File: src/rtl/stream_mux_rr.sv
// rtl/stream_mux_rr.sv - N-channel stream multiplexer with fixed-select and round-robin arbitration
module stream_mux_rr #(
    parameter int WIDTH = 8,
    parameter int N     = 4,
    parameter int SELW  = 2
) (
    input  logic                 clk,
    input  logic                 rst,
    input  logic                 mode,
    input  logic [SELW-1:0]      sel,
    input  logic [N*WIDTH-1:0]   in_data,
    input  logic [N-1:0]         in_valid,
    output logic [N-1:0]         in_ready,
    output logic [WIDTH-1:0]     out_data,
    output logic [SELW-1:0]      out_ch,
    output logic                 out_valid,
    input  logic                 out_ready
);

    logic [SELW-1:0]  ptr;
    logic [SELW-1:0]  gidx;
    logic [SELW-1:0]  cand;
    logic             found;
    logic             load;
    logic             xfer;
    int               sum;
    logic [WIDTH-1:0] ch_data [N];

    for (genvar g = 0; g < N; g++) begin : g_unpack
        assign ch_data[g] = in_data[g*WIDTH +: WIDTH];
    end

    // Round-robin searches ptr+1 .. ptr+N so the last winner has lowest priority.
    always_comb begin
        found = 1'b0;
        gidx  = '0;
        cand  = '0;
        sum   = 0;
        if (mode) begin
            for (int k = 1; k <= N; k++) begin
                sum = int'(ptr) + k;
                if (sum >= N) begin
                    sum = sum - N;
                end
                cand = SELW'(sum);
                if (!found && in_valid[cand]) begin
                    found = 1'b1;
                    gidx  = cand;
                end
            end
        end else begin
            if (int'(sel) < N && in_valid[sel]) begin
                found = 1'b1;
                gidx  = sel;
            end
        end
    end

    assign load     = !out_valid || out_ready;
    assign xfer     = load && found && !rst;
    assign in_ready = xfer ? (N'(1) << gidx) : '0;

    always_ff @(posedge clk) begin
        if (rst) begin
            out_valid <= 1'b0;
            out_data  <= '0;
            out_ch    <= '0;
            ptr       <= SELW'(N - 1);
        end else if (load) begin
            if (found) begin
                out_valid <= 1'b1;
                out_data  <= ch_data[gidx];
                out_ch    <= gidx;
                ptr       <= gidx;
            end else begin
                out_valid <= 1'b0;
            end
        end
    end

endmodule

File: config.mk
export PLATFORM = sky130hd
export DESIGN_NAME = stream_mux_rr
export DESIGN_NICKNAME = d
export VERILOG_FILES = /design/src/rtl/stream_mux_rr.sv
export SDC_FILE = /design/constraint.sdc
export NUM_CORES = 1
export LEC_CHECK = 0
export ABC_AREA = 1
export BUFFER_PORTS_ARGS = -buffer_cell sky130_fd_sc_hd__buf_2
export CORE_ASPECT_RATIO = 0.7
export CORE_MARGIN = 3
export CORE_UTILIZATION = 48
export CTS_BUF_LIST = sky130_fd_sc_hd__clkbuf_2
export DETAILED_ROUTE_END_ITERATION = 12
export GPL_TIMING_DRIVEN = 0
export MAX_ROUTING_LAYER = met4
export PLACE_DENSITY = 0.89
export SLEW_MARGIN = 5
export SYNTH_ARGS = -nofsm -noshare
export SYNTH_HDL_FRONTEND = slang
export SYNTH_SLANG_ARGS = --single-unit
export TNS_END_PERCENT = 50
File: constraint.sdc
create_clock -name clk -period 3 [get_ports clk]
set_clock_uncertainty 0.1 [all_clocks]
set_input_delay 0.9 -clock clk [delete_from_list [all_inputs] [get_ports clk]]
set_output_delay 0.9 -clock clk [all_outputs]
set_load 0.02 [all_outputs]
Word level (Yosys, flattened, before mapping)

Cells that the tools add are included.

Flip-flop bits (word level): 13
Input bits: 42
Output and inout bits: 15
Word-level logic and storage cells: 74

Add/sub/neg operators: 8
Magnitude comparators: 10
Shift-type cells: 1
Multiplexer cells: 38
Bitwise gates (word level): 1
Reduce and logical (&&, ||, !) cells: 12

Operator list:

| cell                | count |
|---|---|
| $mux 2              | 14 |
| $bmux 8 s2          | 1 |
| $mux 8              | 2 |
| $lt 2x3->1 const B  | 5 |
| $mux 1              | 15 |
| $ge 3x3->1 const B  | 4 |
| $bmux 1 s2          | 5 |
| $sub 2x1->2 const B | 4 |
| $add 2x2->3 const B | 2 |
| $logic_and 1x1->1   | 5 |
| $logic_not 1->1     | 5 |
| $add 2x3->4 const B | 1 |
| $ge 4x3->1 const B  | 1 |
| $mux 4              | 1 |
| $shl 1x2->4 const A | 1 |
| $add 2x1->3 const B | 1 |
| $not 2->3           | 1 |
| $reduce_and 2->1    | 1 |
| $logic_or 1x1->1    | 1 |

Depth between registers and ports, before layout

Gate-level depths: netlist of the first run.

Word-level depth: 24
Gate-level depth with buffers: 19
Gate-level depth less buffers: 17

Worst setup path before layout of the first run

OpenSTA, ideal clock, no wires.

Path kind: input -> output
From: input port in_valid[2]
To: output port in_ready[0]
Arrival: 2.280 ns
Required time: 2.000 ns
Path slack: -0.280 ns
Cell stages on the path: 13
Buffers on the path: 1
Cells stage by stage: inv_1 nand2_1 nand2_1 o21ai_0 inv_1 nand3_1 nand2_1 inv_2 o21ai_2 inv_2 buf_6 nand2_1 nor3_1

Longest elaborated chain between the ends: 19
Elaborated cells on any way between the ends: 35
Classes of those cells: 1 x shift; 26 x mux; 8 x reduce/logical

RTL lines:

| element                        | line | text |
|---|---|---|
| start, declared                | 12   | `input logic [N-1:0] in_valid,` |
| $bmux 1 s2                     | 46   | `if (!found && in_valid[cand]) begin` |
| $mux 1 (implied by the code)   | 46   |  |
| $mux 1                         | 46   |  |
| $mux 1                         | 39   | `if (mode) begin` |
| $logic_not 1->1                | 46   |  |
| $logic_and 1x1->1              | 46   |  |
| $mux 1                         | 46   |  |
| $mux 1                         | 39   |  |
| [2 not listed]                 | n/a  |  |
| $mux 1                         | 46   |  |
| $mux 1                         | 39   |  |
| $logic_not 1->1                | 46   |  |
| $logic_and 1x1->1              | 46   |  |
| $mux 1                         | 46   |  |
| $mux 1                         | 39   |  |
| $logic_and 1x1->1 (2 in a row) | 60   | `assign xfer = load && found && !rst;` |
| $mux 4 *                       | 61   | `assign in_ready = xfer ? (N'(1) << gidx) : '0;` |
| end, declared                  | 13   | `output logic [N-1:0] in_ready,` |

Mark *: on every way between the ends. The rest lies on a longest branch, timed or not. The select of a mux whose other input is x is not followed.

Worst setup path in the final report of the first run

From: input port in_valid[0]
To: output port in_ready[2]

The elaborated chain is that of the path after synthesis.

==> reports/metrics.yaml, run 1 <==
yosys:
  async_reset_ff_share_pct: 0
  synth_area_per_cell_um2: 5.71
  synthTopCellsByCount: "nand2_1, nand3_1, inv_1, dfxtp_1, nor2_1"
  yosys-top-cells-area: "nand2_1, dfxtp_1, nand3_1"
  netlist_instances: 206
  netlist_area_um2: 1180
  synth_cell_types: 22
  synth.most_common_cell: "nand2_1"
  synth_edf_count: 0
  synth-main-ff-cell: "dfxtp_1"
  ys_seq_area_share_pct: 22.1
  syn_nets: 248
  synth_warnings: 0
  synth_top_area_share_pct: 25.5
  synth_seq_cells: 13
  synth.largest_area_cell: "nand2_1"
global_routing:
  overflow: 0
  grt_pass1_wl_um: 6240
  grt_max_degree: 15
  grt_pass1_vias: 1363
  grt_usage_pct: 27.1
  antenna_found_initial: 0
routing:
  vias: 1809
  initialDrtViolationCount: 200
  m1WireLength_um: 2000
  drt_wl_total_um: 5140
  wl_met3_um: 637
  wl_met2_um: 2250
  top_layer_used: "met4"
  vias_per_cell: 5.78
  drc_errors: 0
  detail-route-antenna-nets: 0
  dr.pass1.iters: 5
  drt-wirelength-per-cell_um: 16.4
cells_and_area:
  multi_input_area_um2: 963
  diodes: 0
  drive_gt1_share_pct: 47.7
  areaGrowthSynthToFinish_pct: 64.9
  fin_cells: 313
  nFillCells: 123
  seqCellArea_um2: 262
  nets: 324
  postLayoutCoreUtil_pct: 86.5
setup_path:
  cp_cell_sequence: "buf_8 > nand2_4 > nand2_4 > nand2_1 > nand2_2 > inv_1 > nand4_1 > nand3_2 > nand2_2 > buf_8 > nor3_4 > buf_6"
  critPathRequiredTime_ps: 2000
  crit_cells: 12
  crit_family: "simple AND/OR/NAND/NOR gates"
  crit_type: "in2out"
  slowest_stage: "nor3_4"
  r2r_cells: 17
  startpoint_type: "primary input"
  critPathCaptureType: "output pin"
  arrival_ps: 2280
  critPathMaxStageDelay_ps: 190
  rrSetupSlack_ps: 490
  cp_max_fo: 7
  critPathBufInv: 4
floorplan:
  start_util_pct: 52.5
  placementRows: 14
  die_w_um: 65.2
  ios: 57
  core_um2: 2240
  die_h_um: 47.4
  floorplan.die_area_um2: 3090
clock_tree:
  cts.sinks: 13
  htreeDepth: 1
  tritoncts: "built"
  clk_path_buf_depth: 2
  path_clk_slew_ps: 130
  cts_made_buffers: 3
  clockRootBuffer: "clkbuf_2"
  insertion_delay_ps: 270
placed_design:
  routabilityCongestion: 0.879
  placed_cells: 294
  port_buffers: 56
  dp_hpwl_um: 2700
power:
  p_leak_nw: 1.08
  power.density_nw_per_um2: 592
  ir_drop_mv: 0.289
timing:
  final_max_slew_viol_count: 0
  max_freq_mhz: 305
  maxSlewHeadroom_pct: 62.8
  timing.final.crit_share_pct: 109
  rsz0062_at_grt: "true"
  worst-slew-pin-transition_ps: 558
  hold_viol: 0
  fin_ws_ps: -276
  min_period_ps: 3280
  finalSetupViolCount: 4
min_path:
  min_path_type: "reg2reg"
  hold_depth: 2
run_status:
  status: "finished, violations left"
  violations: "negative setup slack"
job:
  maxCapViolCount: 0
## cell families after synthesis
logic type | synth area share [%]
flops | 22.1
compound gates | 8.62
buf+inv | 13.4
simple gates | 55.9
## cell type report
type / instances / share of cell area, %
Multi-Input combinational cell: 162 / 49.7
Timing Repair Buffer: 73 / 24.6
Sequential cell: 13 / 13.5
Inverter: 23 / 5.94
Buffer: 6 / 3.16
Tap cell: 32 / 2.06
Clock buffer: 4 / 1.03
## flip-flops by register name, summed over array words and instances, names as in the netlist
signal / count
out_valid: 1
ptr: 2
out_ch: 2
out_data: 8
## layout by cell type (no fill, tap or decap), drive strengths merged
master	n
nand2	89
buf	78
nand3	39
inv	22
dfxtp	13
nor2	11
o21ai	6
clkbuf	5
nor3	4
o21a	4
nand4	3
a21oi	3
o211ai	2
a21boi	1
clkinvlp	1
## report_power, final
part           internal [mW]  switching, mW
registers              0.207         0.0208
logic                  0.315          0.512
clock network         0.0354         0.0586
## worst reg2reg max path: stages (launching register included)
cell and delay, ps:
dfxtp_1 360, buf_6 180, inv_6 90, nand2_1 70, nand2_1 100, nand2_4 100
nand2_4 60, nor2_4 140, nand3_2 110, nand2_2 100, inv_4 50, o21ai_4 160
inv_4 70, buf_4 130, buf_4 120, buf_2 180, o21ai_0 200, nor2_1 80
## timing repair
item / 4_1_cts / 5_1_grt
hold buffers: 0 / 0
gates resized for setup: 30 / 27
setup endpoints to repair: 4 / 4
setup buffers: 11 / 6
pin swaps: 17 / 14
## worst paths after layout
check / start / end
setup / recovery: in_valid[0] / in_ready[2]
hold / removal: out_ch[1] / out_ch[1]
setup reg to reg: ptr[0] / out_data[2]
hold reg to reg: out_ch[1] / out_ch[1]
## per-stage QoR
step                      setup WS [ps]  power (mW)  cell area (um2)  setup TNS [ps]  hold slack [ps]
final                              -276        1.15             1940           -1060              378
after global routing               -368        1.20             1940           -1400              412
after CTS                          -175       0.996             1810            -673              375
after detailed placement           -445       0.828             1610           -1610              358
after global placement             -420       0.820             1610           -1500              348
after floorplan                   -36.6       0.688             1290           -47.3              434
## metal layers
layer	up-vias	track usage [%]
met4	0	7.44
met1	772	36.7
li1	821	-
met3	39	2.35
met2	177	44.3
met5	-	-
No activity file was read; power rests on OpenSTA's default activity.
==> run 2: changes to the inputs <==
Settings changed: CORE_UTILIZATION 48 to 46, CTS_BUF_LIST sky130_fd_sc_hd__clkbuf_2 to sky130_fd_sc_hd__clkbuf_16, PLACE_DENSITY 0.89 to 0.86.
==> run 2 against run 1 <==
The run still ends with negative setup slack left. Maximum frequency shrank 1.8%. Power grew 12%. Via count grew 2.4%. First-iteration DRC count grew 11%. Combinational power shrank 1%. Sequential cell count is the same. Global-route usage shrank 2.1 points. Final cell count shrank 0.32%. Register-to-register slack gained 100 ps. Design area grew 3.3%. Sequential share of layout area shrank 0.43 points. Largest power group unchanged.
==> reports/metrics.yaml, run 2 (same netlist as run 1, synthesis figures left out) <==
run_status:
  status: "finished, violations left"
  violations: "negative setup slack"
setup_path:
  startpoint: "in_valid[1]"
  crit_type: "in2out"
  rrSetupSlack_ps: 590  # +100 ps
  critPathRequiredTime_ps: 2000  # about the same
  crit_end: "in_ready[2]"
  arrival_ps: 2340  # +60 ps
  r2r_cells: 19  # +2
  timing.rr.end: "out_data[1]"
  startpoint_type: "primary input"
  critPathCaptureType: "output pin"
  timing.rr.start: "ptr[0]"
  cp_max_fo: 8  # +1
cells_and_area:
  regMostFlops: "out_data"
  largest_register_ffs: 8  # unchanged
  reg_top3: "out_data (8), out_ch (2), ptr (2)"
  drive_gt1_share_pct: 46.8  # -0.90 points
  layout_commonest_cell: "nand2_1"
  nets: 323  # -0.31%
  diodes: 0  # unchanged
  areaGrowthSynthToFinish_pct: 70.3
  layout.cells.most_common_list: "nand2_1, buf_2, nand3_1, buf_4"
floorplan:
  placementRows: 14  # unchanged
  die_h_um: 48.3  # +1.9%
  core_um2: 2280  # +1.6%
  floorplan.die_area_um2: 3210  # +3.9%
  start_util_pct: 51.6  # -0.81 points
  ios: 57  # unchanged
  die_w_um: 66.4  # +1.9%
routing:
  initialDrtViolationCount: 221  # +11%
  dr.pass1.iters: 5  # unchanged
  vias_per_cell: 5.94  # +2.7%
  vias: 1852  # +2.4%
  drt_wl_total_um: 5190  # +0.91%
  drc_errors: 0  # unchanged
  drt-wirelength-per-cell_um: 16.6  # +1.2%
  detail-route-antenna-nets: 0  # unchanged
timing:
  rsz0062_at_grt: "true"
  maxSlewHeadroom_pct: 61.1  # -1.7 points
  hold_ws_ps: 382  # +3.69 ps
  fin_ws_ps: -337  # -60.4 ps
  finalSetupViolCount: 4  # unchanged
  max_freq_mhz: 300  # -1.8%
  timing.final.crit_share_pct: 111  # +2.0 points
  final_max_slew_viol_count: 0  # unchanged
  min_period_ps: 3340  # +60.4 ps
  worst-slew-pin-transition_ps: 583  # +25.1 ps
  hold_viol: 0  # unchanged
placed_design:
  port_buffers: 56  # unchanged
  place_ws_ps: -463  # -18.1 ps
  routabilityCongestion: 0.907  # +3.1%
  dp_hpwl_um: 2770  # +2.6%
min_path:
  min_path_type: "reg2reg"
clock_tree:
  path_clk_slew_ps: 40  # -90 ps
  cts_hold_buf: 0  # unchanged
  insertion_delay_ps: 240  # -30 ps
  htreeDepth: 1  # unchanged
  cts.sinks: 13  # unchanged
  clk_path_buf_depth: 2  # unchanged
  tritoncts: "built"
  cts_made_buffers: 3  # unchanged
  clockRootBuffer: "clkbuf_16"
global_routing:
  antenna_found_initial: 0  # unchanged
  grt_max_degree: 11  # -4
  grt_usage_pct: 25.0  # -2.1 points
  grt_pass1_wl_um: 6240  # unchanged
  grt_pass1_vias: 1390  # +2.0%
  overflow: 0  # unchanged
power:
  ir_drop_mv: 0.342  # +18%
  power.density_nw_per_um2: 645  # +8.9%
  p_leak_nw: 1.09  # +1.3%
job:
  maxCapViolCount: 0  # unchanged
-- run 2: cell types whose count changed in the layout (fill, tap and decap cells not counted), sizes merged --
cell,before,now
buf,78,77
inv,22,23
clkbuf,5,4
-- run 2: power breakdown --
group | switching, mW | leakage [nW] | internal (mW) | total [mW]
logic | 0.504 | 0.945 | 0.314 | 0.819
clock network | 0.0690 | 0.0423 | 0.175 | 0.244
registers | 0.0207 | 0.108 | 0.208 | 0.229
total | 0.594 | 1.09 | 0.698 | 1.29
-- run 2: layout make-up --
class	count	area (um2)
fill	112	274
clock inverter	1	3.75
buffer	6	57.6
timing repair buffer	72	482
tap	32	40.0
sequential	13	262
inverter	23	113
clock buffer	3	75.1
multi-input combinational	162	971
-- run 2: stage by stage --
step	cell area [um2]	utilization (%)	total power, mW	cells	setup TNS [ps]
6_report	2000	88.0	1.29	312	-1120
5_1_grt	2000	88.0	1.36	312	-1500
4_1_cts	1860	81.5	1.14	303	-764
3_5_place_dp	1610	70.7	0.830	294	-1690
3_3_place_gp	1610	70.7	0.822	294	-1510
2_1_floorplan	1290	-	0.688	206	-47.3
-- run 2: repair_timing --
action	4_1_cts	5_1_grt
pin swaps	20	14
endpoints found under the setup margin	4	4
gates resized for setup	36	20
setup buffers	5	11
-- run 2: how the worst min path moves through the flow --
stage | startpoint | to | slack, ps | depth (start not counted)
final | out_ch[0] | out_ch[0] | 380 | 2
after global routing | out_ch[1] | out_ch[1] | 410 | 2
after CTS | out_ch[0] | out_ch[0] | 380 | 2
after detailed placement | out_ch[0] | out_ch[0] | 370 | 2
after global placement | out_ch[0] | out_ch[0] | 350 | 2
after floorplan | out_ch[0] | out_ch[0] | 430 | 2
-- run 2: metal layers --
layer	global-route usage [%]	vias up	part of all wire [%]
met5	-	-	0
met4	9.80	0	4.5
met3	2.55	36	13
met2	35.1	179	45
met1	36.4	825	38
li1	-	812	-
-- run 2: critical path, cell delays in order --
cell	delay, ps
buf_8	100
nand2_4	70
nand2_4	70
nand2_2	100
nand2_2	90
nor2_4	140
nand4_1	150
nand3_1	170
nand2_2	90
buf_6	150
nor3_4	180
buf_6	140
==> run 3: changes to the inputs <==
Settings changed: CORE_ASPECT_RATIO 0.7 to unset.
==> run 3 against run 2 <==
The flow still finishes with violations (negative setup slack). Count of clock-buffer cells in the layout is the same. Global-route usage grew 1.7 points. Power shrank 0.99%. Sequential power is essentially flat. Critical path depth is the same. Combinational power shrank 1%. Sequential share of layout area shrank 0.14 points. Die area shrank 0.30%.
==> reports/metrics.yaml, run 3 (same netlist as run 1, synthesis figures left out) <==
cells_and_area:
  drive_gt1_share_pct: 46.3  # -0.44 points
  nets: 330  # +2.2%
  seqCellArea_um2: 260  # -0.48%
  postLayoutCoreUtil_pct: 86.9  # -1.1 points
  layout.cells.most_common_list: "nand2_1, buf_2, nand3_1, buf_4, nand2_2"
  reg_top3: "out_data (8), out_ch (2), ptr (2)"
  nFillCells: 148  # +32%
  post-route-cell-area_um2: 2010  # +0.56%
  areaGrowthSynthToFinish_pct: 71.3
  multi_input_area_um2: 918  # -5.4%
  largest_register_ffs: 8  # unchanged
  layout_commonest_cell: "nand2_1"
  diodes: 0  # unchanged
  regMostFlops: "out_data"
  fin_cells: 315  # +0.96%
setup_path:
  timing.rr.start: "ptr[1]"
  critPathCaptureType: "output pin"
  cp_max_fo: 4  # -4
  crit_type: "in2out"
  rrSetupSlack_ps: 230  # -360 ps
  startpoint_type: "primary input"
  arrival_ps: 2240  # -100 ps
  r2r_cells: 20  # +1
  timing.rr.end: "out_data[7]"
  critPathRequiredTime_ps: 2000  # about the same
placed_design:
  placedInstanceArea_um2: 1610  # -0.31%
  dp_hpwl_um: 2650  # -4.4%
  placed_cells: 290  # -1.4%
  routabilityCongestion: 0.908  # +0.11%
  port_buffers: 56  # unchanged
min_path:
  hold_depth: 2  # unchanged
  min_to: "out_ch[1]"
  min-delay-start: "out_ch[1]"
  min_path_type: "reg2reg"
floorplan:
  placementRows: 17  # +3
  floorplan.die_area_um2: 3200  # -0.30%
  die_h_um: 56.6  # +17%
  core_um2: 2320  # +1.8%
  die_w_um: 56.6  # -15%
  ios: 57  # unchanged
  start_util_pct: 50.7  # -0.92 points
timing:
  rsz0062_at_grt: "true"
  hold_ws_ps: 368  # -13.8 ps
  finalSetupViolCount: 4  # unchanged
  maxSlewHeadroom_pct: 61.1  # about the same
  timing.final.crit_share_pct: 108  # -3.3 points
  fin_ws_ps: -239  # +97.5 ps
  hold_viol: 0  # unchanged
  max_freq_mhz: 309  # +3.0%
  min_period_ps: 3240  # -97.5 ps
  worst-slew-pin-transition_ps: 583  # -0.361 ps
  final_max_slew_viol_count: 0  # unchanged
clock_tree:
  cts_made_buffers: 3  # unchanged
  cts_hold_buf: 0  # unchanged
  htreeDepth: 1  # unchanged
  path_clk_slew_ps: 40  # about the same
  clockRootBuffer: "clkbuf_16"
  tritoncts: "built"
  cts.sinks: 13  # unchanged
  clk_path_buf_depth: 2  # unchanged
  insertion_delay_ps: 240  # about the same
routing:
  dr.pass1.iters: 5  # unchanged
  drt-wirelength-per-cell_um: 14.5  # -13%
  vias_per_cell: 5.57  # -6.1%
  drc_errors: 0  # unchanged
  vias: 1756  # -5.2%
  drt_wl_total_um: 4560  # -12%
  initialDrtViolationCount: 93  # -58%
  detail-route-antenna-nets: 0  # unchanged
job:
  maxCapViolCount: 0  # unchanged
global_routing:
  grt_max_degree: 17  # +6
  grt_pass1_wl_um: 6560  # +5.1%
  antenna_found_initial: 0  # unchanged
  overflow: 0  # unchanged
  grt_usage_pct: 26.7  # +1.7 points
  grt_pass1_vias: 1501  # +8.0%
run_status:
  status: "finished, violations left"
  violations: "negative setup slack"
power:
  ir_drop_mv: 0.572  # +67%
  power_mw: 1.28  # -0.99%
  p_leak_nw: 1.12  # +2.6%
  power.density_nw_per_um2: 635  # -1.5%
run 3: how the worst max path moves through the flow:
stage                startpoint           to  slack [ps]  depth (start not counted)
floorplan           in_valid[3]  in_ready[0]         -40                         13
global placement    in_valid[2]  in_ready[0]        -420                         15
detailed placement  in_valid[2]  in_ready[0]        -430                         15
CTS                 in_valid[0]  in_ready[2]        -160                         15
global route        in_valid[1]  in_ready[3]        -330                         15
finish                   sel[0]  in_ready[3]        -240                         12
run 3: power by group:
part / switching (mW) / internal [mW] / total [mW]
logic: 0.465 / 0.342 / 0.807
clock network: 0.0686 / 0.175 / 0.244
registers: 0.0206 / 0.207 / 0.228
run 3: final cells by class:
cell class,instances,share of cell area (%)
buffer,7,4.10
timing repair buffer,78,26.3
multi-input combinational,162,45.6
clock inverter,1,0.186
inverter,23,5.47
clock buffer,3,3.73
sequential,13,12.9
tap,28,1.74
run 3: critical path, cell delays in order:
cell and delay (ps):
buf_2 120, inv_1 70, nand2_1 90, nand4_1 140, nand2_2 120, buf_4 120, o21ai_4 60, inv_2 80
buf_8 110, nand2_8 70, nor3_4 210, buf_6 150
run 3: metrics by stage:
stage	setup WS, ps	setup TNS [ps]
3_5_place_dp	-431	-1520
5_1_grt	-329	-1280
6_report	-239	-825
2_1_floorplan	-36.6	-47.3
4_1_cts	-163	-691
3_3_place_gp	-419	-1490
run 3: per-layer routing:
metal | vias up | wire length [um] | track usage, %
met5 | - | 0 | -
met4 | 0 | 163 | 12.2
met3 | 18 | 320 | 2.30
met2 | 103 | 2320 | 47.9
met1 | 808 | 1760 | 29.5
li1 | 827 | - | -
run 3: repair_timing:
action,4_1_cts,5_1_grt
pin swaps,20,10
endpoints found under the hold margin,0,0
cloned,0,1
resized for setup,40,7
buffers inserted,17,6
endpoints found under the setup margin,4,14
